<file path="src/rtl/uart_pkg.sv">
// Shared constants and state encoding for the UART transmit path.
package uart_pkg;
    localparam int UART_DATA_BITS    = 8;
    localparam int UART_CLK_DIV_9600 = 5208;

    typedef enum logic [1:0] {
        IDLE,
        START,
        DATA,
        STOP
    } uart_tx_state_t;
endpackage

</file>
<file path="src/rtl/uart_tx_fifo_if.sv">
// CPU-side push strobe and status bundle of the UART transmitter.
interface uart_tx_fifo_if #(
    parameter int FIFO_DEPTH = 16
);
    logic                          wr_en;
    logic [7:0]                    wr_data;
    logic                          ovf_clr;
    logic                          full;
    logic                          empty;
    logic [$clog2(FIFO_DEPTH):0]   level;
    logic                          overflow;
    logic                          busy;
    logic                          tx_done;

    modport master (
        output wr_en, wr_data, ovf_clr,
        input  full, empty, level, overflow, busy, tx_done
    );

    modport slave (
        input  wr_en, wr_data, ovf_clr,
        output full, empty, level, overflow, busy, tx_done
    );
endinterface

</file>
<file path="src/rtl/uart_sync_fifo.sv">
// Single-clock byte FIFO; pushes while full and pops while empty are ignored.
module uart_sync_fifo #(
    parameter int WIDTH = 8,
    parameter int DEPTH = 16
) (
    input  logic                       sysclk,
    input  logic                       reset,
    input  logic                       i_push,
    input  logic [WIDTH-1:0]           i_data,
    input  logic                       i_pop,
    output logic [WIDTH-1:0]           o_data,
    output logic                       o_full,
    output logic                       o_empty,
    output logic [$clog2(DEPTH):0]     o_level
);
    localparam int PTR_W = $clog2(DEPTH);
    localparam int LVL_W = PTR_W + 1;

    logic [WIDTH-1:0] r_mem [DEPTH];
    logic [PTR_W-1:0] r_wr_ptr;
    logic [PTR_W-1:0] r_rd_ptr;
    logic [LVL_W-1:0] r_level;
    logic             w_full;
    logic             w_empty;
    logic             w_do_push;
    logic             w_do_pop;

    assign w_full    = (r_level == LVL_W'(DEPTH));
    assign w_empty   = (r_level == '0);
    assign w_do_push = i_push & ~w_full;
    assign w_do_pop  = i_pop & ~w_empty;

    always_ff @(posedge sysclk) begin
        if (w_do_push) begin
            r_mem[r_wr_ptr] <= i_data;
        end
    end

    // Occupancy is kept apart from the pointers so a full FIFO is distinguishable from an empty one.
    always_ff @(posedge sysclk or negedge reset) begin
        if (!reset) begin
            r_wr_ptr <= '0;
            r_rd_ptr <= '0;
            r_level  <= '0;
        end else begin
            if (w_do_push) begin
                r_wr_ptr <= r_wr_ptr + PTR_W'(1);
            end
            if (w_do_pop) begin
                r_rd_ptr <= r_rd_ptr + PTR_W'(1);
            end
            case ({w_do_push, w_do_pop})
                2'b10:   r_level <= r_level + LVL_W'(1);
                2'b01:   r_level <= r_level - LVL_W'(1);
                default: r_level <= r_level;
            endcase
        end
    end

    assign o_data  = r_mem[r_rd_ptr];
    assign o_full  = w_full;
    assign o_empty = w_empty;
    assign o_level = r_level;
endmodule

</file>
<file path="src/rtl/uart_tx_fifo.sv">
// 8N1 LSB-first UART transmitter fed by a byte FIFO, streaming frames back to back.
//  state | meaning
//  IDLE  | line high, waiting for a byte in the FIFO
//  START | start bit (low) for CLK_DIV cycles
//  DATA  | eight data bits, LSB first
//  STOP  | stop bit (high); chains straight into START when more data waits
module uart_tx_fifo
    import uart_pkg::*;
#(
    parameter int CLK_DIV    = UART_CLK_DIV_9600,
    parameter int FIFO_DEPTH = 16
) (
    input  logic              sysclk,
    input  logic              reset,
    uart_tx_fifo_if.slave     bus,
    output logic              o_uart_tx
);
    localparam int          LVL_W    = $clog2(FIFO_DEPTH) + 1;
    localparam int          IDX_W    = $clog2(UART_DATA_BITS);
    localparam logic [15:0] BAUD_TC  = 16'(CLK_DIV - 1);
    localparam logic [15:0] DONE_CNT = 16'(CLK_DIV - 2);

    uart_tx_state_t            r_state;
    logic [15:0]               r_baud;
    logic [IDX_W-1:0]          r_bit_idx;
    logic [UART_DATA_BITS-1:0] r_shift;
    logic                      r_tx;
    logic                      r_busy;
    logic                      r_tx_done;
    logic                      r_overflow;

    logic                      w_full;
    logic                      w_empty;
    logic [LVL_W-1:0]          w_level;
    logic [UART_DATA_BITS-1:0] w_rd_data;
    logic                      w_pop;
    logic                      w_baud_tc;

    assign w_baud_tc = (r_baud == BAUD_TC);
    assign w_pop     = ~w_empty & ((r_state == IDLE) | ((r_state == STOP) & w_baud_tc));

    uart_sync_fifo #(
        .WIDTH (UART_DATA_BITS),
        .DEPTH (FIFO_DEPTH)
    ) u_fifo (
        .sysclk  (sysclk),
        .reset   (reset),
        .i_push  (bus.wr_en),
        .i_data  (bus.wr_data),
        .i_pop   (w_pop),
        .o_data  (w_rd_data),
        .o_full  (w_full),
        .o_empty (w_empty),
        .o_level (w_level)
    );

    always_ff @(posedge sysclk or negedge reset) begin
        if (!reset) begin
            r_state   <= IDLE;
            r_baud    <= '0;
            r_bit_idx <= '0;
            r_shift   <= '0;
            r_tx      <= 1'b1;
            r_busy    <= 1'b0;
            r_tx_done <= 1'b0;
        end else begin
            // Raised one cycle early so the pulse lands on the last stop-bit cycle.
            r_tx_done <= (r_state == STOP) && (r_baud == DONE_CNT);
            case (r_state)
                IDLE: begin
                    r_tx <= 1'b1;
                    if (!w_empty) begin
                        r_shift <= w_rd_data;
                        r_state <= START;
                        r_baud  <= '0;
                        r_tx    <= 1'b0;
                        r_busy  <= 1'b1;
                    end
                end
                START: begin
                    if (w_baud_tc) begin
                        r_state   <= DATA;
                        r_bit_idx <= '0;
                        r_baud    <= '0;
                        r_tx      <= r_shift[0];
                    end else begin
                        r_baud <= r_baud + 16'd1;
                    end
                end
                DATA: begin
                    if (w_baud_tc) begin
                        r_baud <= '0;
                        if (r_bit_idx == IDX_W'(UART_DATA_BITS - 1)) begin
                            r_state <= STOP;
                            r_tx    <= 1'b1;
                        end else begin
                            r_bit_idx <= r_bit_idx + IDX_W'(1);
                            r_shift   <= r_shift >> 1;
                            r_tx      <= r_shift[1];
                        end
                    end else begin
                        r_baud <= r_baud + 16'd1;
                    end
                end
                STOP: begin
                    if (w_baud_tc) begin
                        r_baud <= '0;
                        if (!w_empty) begin
                            r_shift <= w_rd_data;
                            r_state <= START;
                            r_tx    <= 1'b0;
                        end else begin
                            r_state <= IDLE;
                            r_busy  <= 1'b0;
                        end
                    end else begin
                        r_baud <= r_baud + 16'd1;
                    end
                end
                default: begin
                    r_state <= IDLE;
                    r_tx    <= 1'b1;
                    r_busy  <= 1'b0;
                end
            endcase
        end
    end

    // A dropped write in the same cycle as a clear keeps the flag set.
    always_ff @(posedge sysclk or negedge reset) begin
        if (!reset) begin
            r_overflow <= 1'b0;
        end else if (bus.wr_en && w_full) begin
            r_overflow <= 1'b1;
        end else if (bus.ovf_clr) begin
            r_overflow <= 1'b0;
        end
    end

    assign o_uart_tx    = r_tx;
    assign bus.full     = w_full;
    assign bus.empty    = w_empty;
    assign bus.level    = w_level;
    assign bus.overflow = r_overflow;
    assign bus.busy     = r_busy;
    assign bus.tx_done  = r_tx_done;
endmodule

</file>
<file path="src/flat_wrapper.sv">
// flat-port wrapper written by rule: the top's interface ports become plain ports
module uart_tx_fifo_flat import uart_pkg::*;
#(
    parameter int CLK_DIV    = UART_CLK_DIV_9600,
    parameter int FIFO_DEPTH = 16
)
  (sysclk, reset, o_uart_tx, bus_wr_en, bus_wr_data, bus_ovf_clr, bus_full, bus_empty, bus_level, bus_overflow, bus_busy, bus_tx_done);
  uart_tx_fifo_if #(.FIFO_DEPTH(FIFO_DEPTH)) bus_i ();
  input  logic sysclk;
  input  logic reset;
  output logic o_uart_tx;
  input wire logic [$bits(bus_i.wr_en)-1:0] bus_wr_en;
  input wire logic [$bits(bus_i.wr_data)-1:0] bus_wr_data;
  input wire logic [$bits(bus_i.ovf_clr)-1:0] bus_ovf_clr;
  output wire logic [$bits(bus_i.full)-1:0] bus_full;
  output wire logic [$bits(bus_i.empty)-1:0] bus_empty;
  output wire logic [$bits(bus_i.level)-1:0] bus_level;
  output wire logic [$bits(bus_i.overflow)-1:0] bus_overflow;
  output wire logic [$bits(bus_i.busy)-1:0] bus_busy;
  output wire logic [$bits(bus_i.tx_done)-1:0] bus_tx_done;
  assign bus_i.wr_en = bus_wr_en;
  assign bus_i.wr_data = bus_wr_data;
  assign bus_i.ovf_clr = bus_ovf_clr;
  assign bus_full = bus_i.full;
  assign bus_empty = bus_i.empty;
  assign bus_level = bus_i.level;
  assign bus_overflow = bus_i.overflow;
  assign bus_busy = bus_i.busy;
  assign bus_tx_done = bus_i.tx_done;
  uart_tx_fifo #(.CLK_DIV(CLK_DIV), .FIFO_DEPTH(FIFO_DEPTH)) u_core (.sysclk(sysclk), .reset(reset), .bus(bus_i), .o_uart_tx(o_uart_tx));
endmodule
</file>
<file path="config.mk">
export PLATFORM = sky130hd
export DESIGN_NAME = uart_tx_fifo_flat
export DESIGN_NICKNAME = d
export VERILOG_FILES = /design/src/rtl/uart_pkg.sv /design/src/rtl/uart_tx_fifo_if.sv /design/src/rtl/uart_sync_fifo.sv /design/src/rtl/uart_tx_fifo.sv /design/src/flat_wrapper.sv
export SDC_FILE = /design/constraint.sdc
export NUM_CORES = 1
export LEC_CHECK = 0
export CAP_MARGIN = 20
export CORE_AREA = 4 4 164 166
export CTS_CLUSTER_DIAMETER = 150
export CTS_CLUSTER_SIZE = 20
export DETAILED_ROUTE_END_ITERATION = 8
export DIE_AREA = 0 0 168 170
export GPL_TIMING_DRIVEN = 0
export SYNTH_ARGS = -nofsm -noshare
export SYNTH_HDL_FRONTEND = slang
export SYNTH_HIERARCHICAL = 1
export SYNTH_SLANG_ARGS = --single-unit
</file>
<file path="constraint.sdc">
create_clock -name sysclk -period 3.45 [get_ports sysclk]
set_input_delay 0.5175 -clock sysclk [delete_from_list [all_inputs] [get_ports sysclk]]
set_output_delay 0.5175 -clock sysclk [all_outputs]
set_load 0.01 [all_outputs]
</file>
==> impl_metrics.ini <==
[clock_tree]
clock_latency_ns = 0.44
cts_tree = yes
htreeDepth = 4
clock_sinks = 174
ctsRootBufferMaster = clkbuf_16
cts_hold_buf = 0
numCtsBuffers = 17
clkSlewWorstSetupHoldPaths_ns = 0.08
cts_buffer_depth = 2

[sta]
report.final.setup_viol = 0
hold_viol = 0
worst_pin_slew_ns = 0.825
relSlewSlack_pct = 44.8
fin_crit_sh_pct = 94.4
clock_skew_ns = 0.0186
rsz0062_at_grt = no
min_period_ns = 3.26
fmax_mhz = 307
setup_ws_ns = 0.193
holdWs_ns = 0.00237
slew_viol_final = 0

[synth]
synth_area_per_cell_um2 = 14.3
synth_flop_cell = edfxtp_1
synth-seq-area-share_pct = 63.9
async_flop_share_pct = 26.4
synth_area_mm2 = 0.00782
ys_seq_elements = 174
synth_nets = 580
synth_edf_count = 128
netlist_instances = 548
yosysUniqueCellTypes = 63
synth-warning-count = 6

[power_and_ir_drop]
vdd_drop_max_mv = 0.343
finalPower_mw = 5.13
power.leakage_nw = 3.46
power_density_mw_per_mm2 = 552

[grt]
grt_pass1_vias = 4538
grt_overflow_total = 0
grt_max_degree = 31
antenna_found_initial = 0
grt_pass1_wl_mm = 25.6
track_usage_pct = 11.6

[floorplan]
die_area_mm2 = 0.0286
num_rows = 59
die_h_um = 170
io_pins = 23
start_util_pct = 30.5
fp.dieW_um = 168
core_mm2 = 0.0256

[route]
route.detailed.drc = 0
detail_route.wl_per_cell_um = 17.0
drt_iter0_drc = 304
vias = 4658
drt_wl_total_mm = 16.3
drtPass1Iterations = 5
ant_nets = 0
viasPerCell = 4.86

[finish]
drive_above_1_share_pct = 20.4
area_growth_pct = 19.0
final_nets = 643
diodes = 0
stdcell_area_mm2 = 0.00931

[min_path]
min-delay-path-class = input pin to asynchronous set/reset pin

[critical_path]
path_class = flip-flop to flip-flop
critPathRequiredTime_ns = 3.76
crit_fanout = 10
arrival_ns = 3.57
cp-start-kind = flip-flop
end_kind = flip-flop

[placement]
dp_slack_ns = -0.211
placed_area_mm2 = 0.00850
gp_congestion = 0.793
port_buffers = 22
hpwl_mm = 10.9

[run]
cap_violations = 0

[run_status]
status = completed
[per-layer routing]
layer	track usage [%]	part of all wire, %	up-vias
met2	18.6	48	92
met3	2.62	3.8	10
met5	0	0	-
li1	-	-	2221
met1	15.9	47	2335
met4	3.63	0.86	0
[logic make-up after synthesis]
| kind of cell | count (synthesis) | share of synthesized area [%] |
|---|---|---|
| compound gates | 130 | 10.4 |
| fa+ha+maj | 20 | 3.30 |
| simple gates | 111 | 7.81 |
| xor+xnor | 12 | 1.34 |
| flops | 174 | 63.9 |
| buf+inv | 45 | 3.35 |
| mux | 56 | 9.92 |
[registers in the layout, summed over array words and instances, names as in the netlist]
register and flops:
u_core/r_shift 8, u_core/r_bit_idx 3, u_core/bus.busy 1, u_core/r_baud 16
u_core/o_uart_tx 1, u_core/u_fifo/r_wr_ptr 4, u_core/u_fifo/o_level 5, u_core/bus.overflow 1
u_core/u_fifo/r_mem 128, u_core/bus.tx_done 1, u_core/r_state 2, u_core/u_fifo/r_rd_ptr 4
[where the power goes]
part | internal (mW) | switching, mW
clock | 1.00 | 0.978
sequential | 2.46 | 0.0784
combinational | 0.239 | 0.376
[placed cells by master (no fill, tap or decap), types with 7 or more instances in the layout]
cell type,n
nand4_1,8
a21oi_1,29
clkbuf_1,8
xnor2_1,7
ha_1,17
buf_2,10
buf_4,22
dfrtp_1,40
o21ai_1,7
nand2_1,35
a22oi_1,8
edfxtp_1,128
inv_1,15
a221oi_1,8
mux4_2,16
mux2_2,8
clkbuf_16,17
nand3_1,7
buf_6,8
o22a_1,7
clkdlybuf4s50_1,21
o21ai_0,46
mux2i_1,31
nor2_1,25
[path summary, 6_finish.rpt]
check	startpoint	end	slack [ns]	cells past startpoint
min	reset	u_core/r_baud[6]$_DFFE_PN0P_	0.002	1
max reg2reg	u_core/r_baud[0]$_DFFE_PN0P_	u_core/u_fifo/o_level[4]$_DFFE_PN0P_	0.19	16
max in group asynchronous	reset	u_core/r_baud[0]$_DFFE_PN0P_	2.93	2
max	u_core/r_baud[0]$_DFFE_PN0P_	u_core/u_fifo/o_level[4]$_DFFE_PN0P_	0.19	16
min in group sysclk	u_core/r_shift[3]$_DFFE_PN0P_	u_core/r_shift[3]$_DFFE_PN0P_	0.51	1
min reg2reg	u_core/r_shift[3]$_DFFE_PN0P_	u_core/r_shift[3]$_DFFE_PN0P_	0.51	1
[synthesized netlist by cell type (2+ instances only)]
cell / n / area, um^2
buf_6: 8 / 90.1
a21oi_1: 29 / 145
mux2_2: 8 / 90.1
ha_1: 19 / 238
nor4b_2: 2 / 30.0
and3_1: 2 / 12.5
dfrtp_1: 45 / 1130
mux4_2: 16 / 360
clkbuf_1: 9 / 33.8
a21o_1: 3 / 22.5
o21ai_1: 7 / 35.0
inv_1: 15 / 56.3
nor2_1: 25 / 93.8
nand3_1: 7 / 35.0
o21ai_0: 46 / 230
nor3_1: 6 / 30.0
edfxtp_1: 128 / 3840
xnor2_1: 7 / 61.3
a22o_1: 4 / 35.0
o22a_1: 7 / 61.3
and2_1: 3 / 18.8
nand2_1: 35 / 131
nand4_1: 8 / 50.1
a221oi_1: 8 / 70.1
and4_1: 3 / 26.3
buf_2: 9 / 45.0
a31oi_1: 6 / 37.5
xor2_1: 5 / 43.8
a22oi_1: 8 / 60.1
nor2b_1: 3 / 18.8
nand2b_1: 4 / 25.0
mux2i_1: 31 / 310
a211oi_1: 2 / 15.0
[metrics by stage]
stage	TNS [ns]	util (%)	cells
2_1_floorplan	0	-	548
3_3_place_gp	-0.199	33.0	905
3_5_place_dp	-0.211	33.2	910
4_1_cts	0	36.1	952
5_1_grt	0	36.3	959
6_report	0	36.3	959
[layout make-up]
class	count	area [um^2]
Buffer	30	209
Clock buffer	17	425
Clock inverter	15	196
Fill cell	2409	16300
Inverter	15	56.3
Multi-Input combinational cell	329	2610
Sequential cell	174	5000
Tap cell	335	419
Timing Repair Buffer	44	390
[worst max-delay path, cell delays in order, from the launching register on]
cell and delay (ns):
dfrtp_2 0.45, ha_4 0.19, and3_4 0.15, and4_1 0.18
buf_6 0.12, buf_6 0.13, a21oi_1 0.16, nor2_1 0.06
nor2b_2 0.14, buf_4 0.14, ha_4 0.17, ha_1 0.31
nor2b_1 0.14, o21ai_0 0.20, a21oi_1 0.09, or3b_1 0.37
xnor2_1 0.13
[what timing repair did]
item / CTS / global route
cloned: 0 / 0
gates resized for setup: 11 / 5
endpoints found under the setup margin: 1 / 1
setup buffers: 10 / 7
pin swaps: 4 / 3
Note: power is estimated with default switching activity, not from simulation.
